===== src/rtl/sram_dual_port_bridge.sv =====
// Shares one synchronous SRAM between the CPU instruction and data ports.
// Serves one transaction at a time and generates the per-port stall the pipeline consumes.
module sram_dual_port_bridge #(
    parameter int AW      = 32,
    parameter int DW      = 32,
    parameter int LATENCY = 1,
    parameter int RR      = 0
) (
    input  logic            clk,
    input  logic            rst,
    input  logic            iram_en,
    input  logic [DW/8-1:0] iram_wen,
    input  logic [AW-1:0]   iram_addr,
    input  logic [DW-1:0]   iram_wdata,
    output logic [DW-1:0]   iram_rdata,
    output logic            iram_stall,
    input  logic            dram_en,
    input  logic [DW/8-1:0] dram_wen,
    input  logic [AW-1:0]   dram_addr,
    input  logic [DW-1:0]   dram_wdata,
    output logic [DW-1:0]   dram_rdata,
    output logic            dram_stall,
    output logic            sram_en,
    output logic [DW/8-1:0] sram_wen,
    output logic [AW-1:0]   sram_addr,
    output logic [DW-1:0]   sram_wdata,
    input  logic [DW-1:0]   sram_rdata
);

    localparam int BW = DW / 8;

    generate
        if (LATENCY < 1 || LATENCY > 8) begin : g_badLatency
            $error("sram_dual_port_bridge: LATENCY must be in 1..8");
        end
        if ((DW % 8) != 0) begin : g_badWidth
            $error("sram_dual_port_bridge: DW must be a multiple of 8");
        end
    endgenerate

    typedef enum logic [1:0] {
        IDLE,
        ISSUE,
        WAIT,
        RESP
    } state_t;

    state_t          r_state;
    logic            r_grantData;
    logic            r_prioData;
    logic            r_isWrite;
    logic [3:0]      r_count;
    logic            r_sramEn;
    logic [BW-1:0]   r_sramWen;
    logic [AW-1:0]   r_sramAddr;
    logic [DW-1:0]   r_sramWdata;
    logic [DW-1:0]   r_holdI;
    logic [DW-1:0]   r_holdD;

    logic            w_anyReq;
    logic            w_pickData;
    logic [BW-1:0]   w_selWen;
    logic [AW-1:0]   w_selAddr;
    logic [DW-1:0]   w_selWdata;
    logic            w_respI;
    logic            w_respD;

    // r_prioData names the port that wins the next tie; in fixed mode data always wins.
    assign w_anyReq   = iram_en | dram_en;
    assign w_pickData = dram_en & (~iram_en | (RR == 0) | r_prioData);
    assign w_selWen   = w_pickData ? dram_wen   : iram_wen;
    assign w_selAddr  = w_pickData ? dram_addr  : iram_addr;
    assign w_selWdata = w_pickData ? dram_wdata : iram_wdata;

    always_ff @(posedge clk) begin
        if (rst) begin
            r_state     <= IDLE;
            r_grantData <= 1'b0;
            r_prioData  <= 1'b1;
            r_isWrite   <= 1'b0;
            r_count     <= 4'd0;
            r_sramEn    <= 1'b0;
            r_sramWen   <= '0;
            r_sramAddr  <= '0;
            r_sramWdata <= '0;
            r_holdI     <= '0;
            r_holdD     <= '0;
        end else begin
            case (r_state)
                IDLE: begin
                    if (w_anyReq) begin
                        r_grantData <= w_pickData;
                        r_prioData  <= ~w_pickData;
                        r_isWrite   <= |w_selWen;
                        r_sramEn    <= 1'b1;
                        r_sramWen   <= w_selWen;
                        r_sramAddr  <= w_selAddr;
                        r_sramWdata <= w_selWdata;
                        r_state     <= ISSUE;
                    end
                end
                ISSUE: begin
                    r_sramEn  <= 1'b0;
                    r_sramWen <= '0;
                    if (r_isWrite || LATENCY == 1) begin
                        r_state <= RESP;
                    end else begin
                        r_count <= 4'(LATENCY - 1);
                        r_state <= WAIT;
                    end
                end
                WAIT: begin
                    r_count <= r_count - 4'd1;
                    if (r_count == 4'd1) begin
                        r_state <= RESP;
                    end
                end
                RESP: begin
                    // A flushed read still refreshes the hold register.
                    if (!r_isWrite) begin
                        if (r_grantData) begin
                            r_holdD <= sram_rdata;
                        end else begin
                            r_holdI <= sram_rdata;
                        end
                    end
                    r_state <= IDLE;
                end
                default: r_state <= IDLE;
            endcase
        end
    end

    assign w_respI = ~rst & (r_state == RESP) & ~r_grantData;
    assign w_respD = ~rst & (r_state == RESP) &  r_grantData;

    assign iram_stall = iram_en & ~w_respI;
    assign dram_stall = dram_en & ~w_respD;
    assign iram_rdata = (w_respI & ~r_isWrite) ? sram_rdata : r_holdI;
    assign dram_rdata = (w_respD & ~r_isWrite) ? sram_rdata : r_holdD;

    assign sram_en    = r_sramEn;
    assign sram_wen   = r_sramWen;
    assign sram_addr  = r_sramAddr;
    assign sram_wdata = r_sramWdata;

endmodule


===== config.mk =====
export PLATFORM = sky130hd
export DESIGN_NAME = sram_dual_port_bridge
export DESIGN_NICKNAME = d
export VERILOG_FILES = /design/src/rtl/sram_dual_port_bridge.sv
export SDC_FILE = /design/constraint.sdc
export NUM_CORES = 1
export LEC_CHECK = 0
export BUFFER_PORTS_ARGS = -buffer_cell sky130_fd_sc_hd__clkbuf_2
export CAP_MARGIN = 20
export CELL_PAD_IN_SITES_DETAIL_PLACEMENT = 1
export CELL_PAD_IN_SITES_GLOBAL_PLACEMENT = 1
export CORE_ASPECT_RATIO = 1.25
export CORE_MARGIN = 3
export CORE_UTILIZATION = 35
export CTS_BUF_LIST = sky130_fd_sc_hd__clkbuf_4 sky130_fd_sc_hd__clkbuf_8
export DETAILED_ROUTE_END_ITERATION = 7
export GPL_TIMING_DRIVEN = 0
export PLACE_DENSITY = 0.94
export SYNTH_ARGS = -nofsm -noshare
export SYNTH_HDL_FRONTEND = slang
export SYNTH_SLANG_ARGS = --single-unit

===== constraint.sdc =====
create_clock -name clk -period 2.4 [get_ports clk]
set_input_delay 0.12 -clock clk [delete_from_list [all_inputs] [get_ports clk]]
set_output_delay 0.12 -clock clk [all_outputs]
set_load 0.05 [all_outputs]

# After elaboration in Yosys (flattened, before gate mapping)
# Index checks and enable logic that the tools add are counted.
dict set report totals {
  inputBits 172
  n_memories 0
  latchBits 0
  regBits 141
  out_inout_bits 135
  ram_bits 0
  romBits 0
  word_cells 50
}
dict set report op_classes {
  shift 0
  order_cmp 0
  mux 12
  n_eq_ne 6
  div_mod_pow 0
  add_sub_neg 1
  bitwise_logic 13
  multipliers 0
  reduce_logical 8
}
# op count
set op_table {}
lappend op_table {{32-bit 2-to-1 mux} 4}
lappend op_table {{4-bit 2-to-1 mux} 2}
lappend op_table {{2-bit one-hot mux with 4 select lines} 1}
lappend op_table {{4-bit one-hot mux with 2 select lines} 1}
lappend op_table {{1-bit AND} 7}
lappend op_table {{2-bit AND reduction} 3}
lappend op_table {{3-bit AND reduction} 2}
lappend op_table {{1-bit inverter} 5}
lappend op_table {{2-bit equality test, second input constant} 2}
lappend op_table {{4-bit by 1-bit equality test with 1-bit output, second input constant} 1}
lappend op_table {{2-bit 2-to-1 mux} 2}
lappend op_table {{2-bit inequality test, second input constant} 2}
lappend op_table {{4-bit OR reduction} 1}
lappend op_table {{4-bit by 1-bit subtractor with 4-bit output, second input constant} 1}
lappend op_table {{2-bit by 1-bit equality test with 1-bit output, second input constant} 1}
lappend op_table {{2-bit zero test} 1}
lappend op_table {{1-bit one-hot mux with 2 select lines} 1}
lappend op_table {{2-bit nonzero test} 1}
lappend op_table {{1-bit 2-to-1 mux} 1}
lappend op_table {{1-bit bitwise OR} 1}

# Depth between registers and ports, before layout
dict set report logic_depth {
  ltp_word 5
  ltp_mapped 7
  mapped_depth_nobuf 5
}

# Least setup slack after synthesis
# OpenSTA, ideal clock, no wires.
dict set report synth_timing {
  kind {flip-flop to output port}
  from {reg r_state[1]}
  to {out iram_rdata[26]}
  path_stages_with_launch 6
  arrival_ns 1.898
  required_time_ns 2.280
  slack_ns 0.382
  n_path_buf 1
  cell_sequence {dfxtp_1 ha_1 inv_1 nor4_4 buf_2 mux2_1}
}
dict set report synth_between {
  elab_chain_len 5
}
# item line_no
set synth_rtl {}
lappend synth_rtl {{from (decl)} 48} ;# state_t r_state;
lappend synth_rtl {{from (signal assigned)} 77} ;# r_state <= IDLE;
lappend synth_rtl {{from (signal assigned)} 99} ;# r_state <= ISSUE;
lappend synth_rtl {{from (signal assigned)} 106} ;# r_state <= RESP;
lappend synth_rtl {{2-bit equality test} 134} ;# assign w_respI = ~rst & (r_state == RESP) & ~r_grantData;
lappend synth_rtl {{1-bit AND (2 in series)} 134}
lappend synth_rtl {{1-bit AND} 139} ;# assign iram_rdata = (w_respI & ~r_isWrite) ? sram_rdata : r_holdI;
lappend synth_rtl {{32-bit 2-to-1 mux} 139}
lappend synth_rtl {{to (decl)} 15} ;# output logic [DW-1:0] iram_rdata,
# No other way between the ends.

# Worst setup path in the final report
dict set report layout_timing {
  from {reg r_state[1]}
  to {out dram_rdata[29]}
}
dict set report layout_between {
  elab_chain_len 5
}
# item line_no
set layout_rtl {}
lappend layout_rtl {{2-bit equality test} 135} ;# assign w_respD = ~rst & (r_state == RESP) & r_grantData;
lappend layout_rtl {{1-bit AND (2 in series)} 135}
lappend layout_rtl {{1-bit AND} 140} ;# assign dram_rdata = (w_respD & ~r_isWrite) ? sram_rdata : r_holdD;
lappend layout_rtl {{32-bit 2-to-1 mux} 140}
lappend layout_rtl {{to (decl)} 21} ;# output logic [DW-1:0] dram_rdata,
# No other way between the ends.

==> summary.txt <==
Power and ir drop
  – Leakage: 4.60 nW
  – Power density over cell area: 968 nW/µm²
  – Final Power: 9.39 mW
  – Worst IR Drop VDD: 0.488 mV

Detailed routing
  – Routed WL: 29400 µm
  – First DRT Iteration DRCs: 392
  – Post-DRT Antenna Nets: 0
  – Via/cell ratio: 5.47
  – Via count: 6792
  – Final routed DRC violation total: 0
  – Routed len/inst: 23.7 µm
  – First-pass DRT Iterations: 4

Cells and area
  – Antenna Cells: 0
  – Core Util, Final: 0.569
  – Multi-input combinational cell area: 3130 µm²
  – Share of layout cells above drive strength 1: 0.426
  – Final nets: 1186
  – Cell Count, Final, Fillers Out: 1241
  – Fill cell count: 1900
  – Syn-to-layout area delta: 56.9%
  – Register area: 2830 µm²

Place
  – Place WS: -0.111 ns
  – Port-buffer cells: 306
  – DP Cell Count: 1106
  – Hpwl dp: 17800 µm
  – GP Congestion: 0.807

Synthesis
  – Synth top area cells: dfxtp_1 46%, mux2_2 11%, mux2i_1 11%, a22o_1 9.1%, a211oi_1 7.9%
  – Synthesized area: 6180 µm²
  – Synthesis warning total: 0
  – Flops & latches, synth: 141
  – Area leader, netlist: dfxtp_1
  – Synth top area share: 0.456
  – Post-synthesis sequential area ratio: 0.456
  – Synth Instances: 580
  – Post-synth top cells: 141 x dfxtp_1, 73 x nor2_1, 66 x mux2i_1, 65 x a211oi_1, 64 x a22o_1
  – EDFF count, synth: 0
  – FFs w/ async S/R, synth: 0
  – Syn avg cell area: 10.7 µm²
  – Most numerous cell in the Yosys netlist: dfxtp_1
  – Syn nets: 758
  – Main synth FF type: dfxtp_1
  – Count of cell types in the netlist: 34

Setup path
  – Delay-heaviest family, CP: buffers and inverters
  – CP Data Required Time: 2.28 ns
  – CP Capture Type: output pin
  – Crit path largest cell delay: 0.38 ns
  – CP Launch Type: flop
  – Crit path max fanout: 10
  – WS Path Type: reg2out
  – Cells along the critical path: ha_4 > inv_2 > nor4_4 > buf_6 > buf_12 > mux2_2 > clkbuf_8
  – Arr. time, crit path: 2.19 ns
  – Slowest cell on crit path: dfxtp_4
  – Crit path buffers/inverters: 4

Floorplanning
  – Die Y: 155 µm
  – Die area: 19300 µm²
  – # IOs: 307
  – Initial Util: 0.363
  – Die width: 125 µm
  – Core area: 17000 µm²
  – Core Rows: 53

Clock tree
  – CTS tree: built
  – Inserted Clock Buffers: 17
  – Root buf cell: clkbuf_8
  – Clock sinks: 141
  – Htree depth: 4
  – Clock slew at the register clock pins of the worst setup and hold paths: 0.09 ns
  – Clk_lat worst skew: 0.46 ns
  – Clock tree buffer depth: 2

STA
  – Worst-margin pin slew: 0.643 ns
  – Final min period: 2.31 ns
  – Final Hold Fails: 0
  – Setup violators final: 0
  – Post-route clock period utilization: 0.962
  – Hold_ws: 0.0220 ns
  – Slew Viols, Final: 0
  – Worst Slack Setup Final: 0.0923 ns
  – Fmax: 433 MHz
  – Clock Skew: 0.0190 ns
  – Slew HR: 0.570

Global route
  – Global-route wire length before repair: 44600 µm
  – Gr usage total: 0.295
  – Largest net degree at the start of global routing: 17
  – Vias in the first global route: 7662
  – Grt total ovfl: 0
  – Antenna violations before repair: 0

Run status
  – Status: completed

Worst hold path
  – Min-delay worst type: in2reg

Run
  – Max Cap Viol: 0
[layout make-up]
class | instances | area share
plain buffers | 49 | 0.0264
clock buffers | 18 | 0.0249
clock inverters | 14 | 0.0162
inverters | 7 | 0.00271
multi-input cells | 383 | 0.322
flip-flops and latches | 141 | 0.292
well taps | 220 | 0.0284
repair buffers | 409 | 0.287
[layout by cell type, fill, tap and decap left out, types with 3 or more instances in the layout]
| master | synthesis | routed |
|---|---|---|
| inv_6 | 0 | 4 |
| clkbuf_8 | 0 | 41 |
| a21oi_1 | 6 | 6 |
| mux2_1 | 6 | 5 |
| buf_4 | 0 | 16 |
| buf_2 | 13 | 15 |
| dfxtp_1 | 141 | 139 |
| nand3b_1 | 3 | 3 |
| o21ai_0 | 6 | 6 |
| clkbuf_1 | 32 | 28 |
| clkbuf_2 | 0 | 273 |
| inv_1 | 6 | 5 |
| dlygate4sd3_1 | 0 | 96 |
| nand2_1 | 4 | 4 |
| nand2b_1 | 4 | 4 |
| mux2i_1 | 66 | 66 |
| a22o_1 | 64 | 64 |
| a211oi_1 | 65 | 65 |
| ha_1 | 6 | 5 |
| mux2_2 | 60 | 60 |
| nor2_1 | 73 | 73 |
| clkinv_4 | 0 | 3 |
[metal layers]
metal  global-route usage  part of all wire
met1                0.296              0.35
met2                0.563              0.53
met3               0.0746             0.063
met4                0.144             0.047
met5                    0                 0
[kinds of logic after synthesis]
group / share of synthesized area
buffers and inverters: 0.0403
flip-flops: 0.456
multiplexers: 0.227
AO/OA/AOI/OAI: 0.192
AND/OR/NAND/NOR: 0.0680
XOR/XNOR: 0.00425
adder cells (fa/ha/maj): 0.0121
[stage by stage]
| step | cell area (µm²) | TNS (ns) |
|---|---|---|
| 6_report | 9700 | 0 |
| 5_1_grt | 9700 | -0.0132 |
| 4_1_cts | 9650 | 0 |
| 3_5_place_dp | 7990 | -2.55 |
| 3_3_place_gp | 7990 | -0.210 |
| 2_1_floorplan | 6180 | 0 |
[power by group]
group          total [mW]  internal [mW]  switching (mW)  leakage [nW]
registers            3.14           2.81           0.326          1.16
clock network        1.99          0.956            1.03         0.200
logic                4.26           1.19            3.07          3.25
[worst min-delay path: stages]
cell,delay [ns]
clkbuf_2,0.08
mux2i_1,0.14
a211oi_1,0.09
[sequential cells by signal, summed over array words and instances, names as in the netlist]
| register | count |
|---|---|
| r_holdD | 32 |
| r_isWrite | 1 |
| sram_wdata | 32 |
| sram_wen | 4 |
| r_count | 4 |
| sram_en | 1 |
| r_holdI | 32 |
| r_grantData | 1 |
| r_state | 2 |
| sram_addr | 32 |
[worst paths after layout]
kind                       start              to  slack, ns  cells past startpoint
hold / removal    dram_wdata[15]  sram_wdata[15]       0.02                      3
setup / recovery      r_state[1]  dram_rdata[29]       0.09                      7
setup reg to reg      r_state[0]   sram_addr[20]       0.12                      7
hold reg to reg      r_holdD[29]     r_holdD[29]       0.48                      1
[repair_timing]
action | CTS | global route
resized for setup | 68 | 27
hold endpoints to repair | 100 | 1
pin swaps | 2 | 0
hold buffers | 95 | 1
buffers inserted | 6 | 1
setup endpoints to repair | 75 | 54
(Power assumes the default switching activity.)
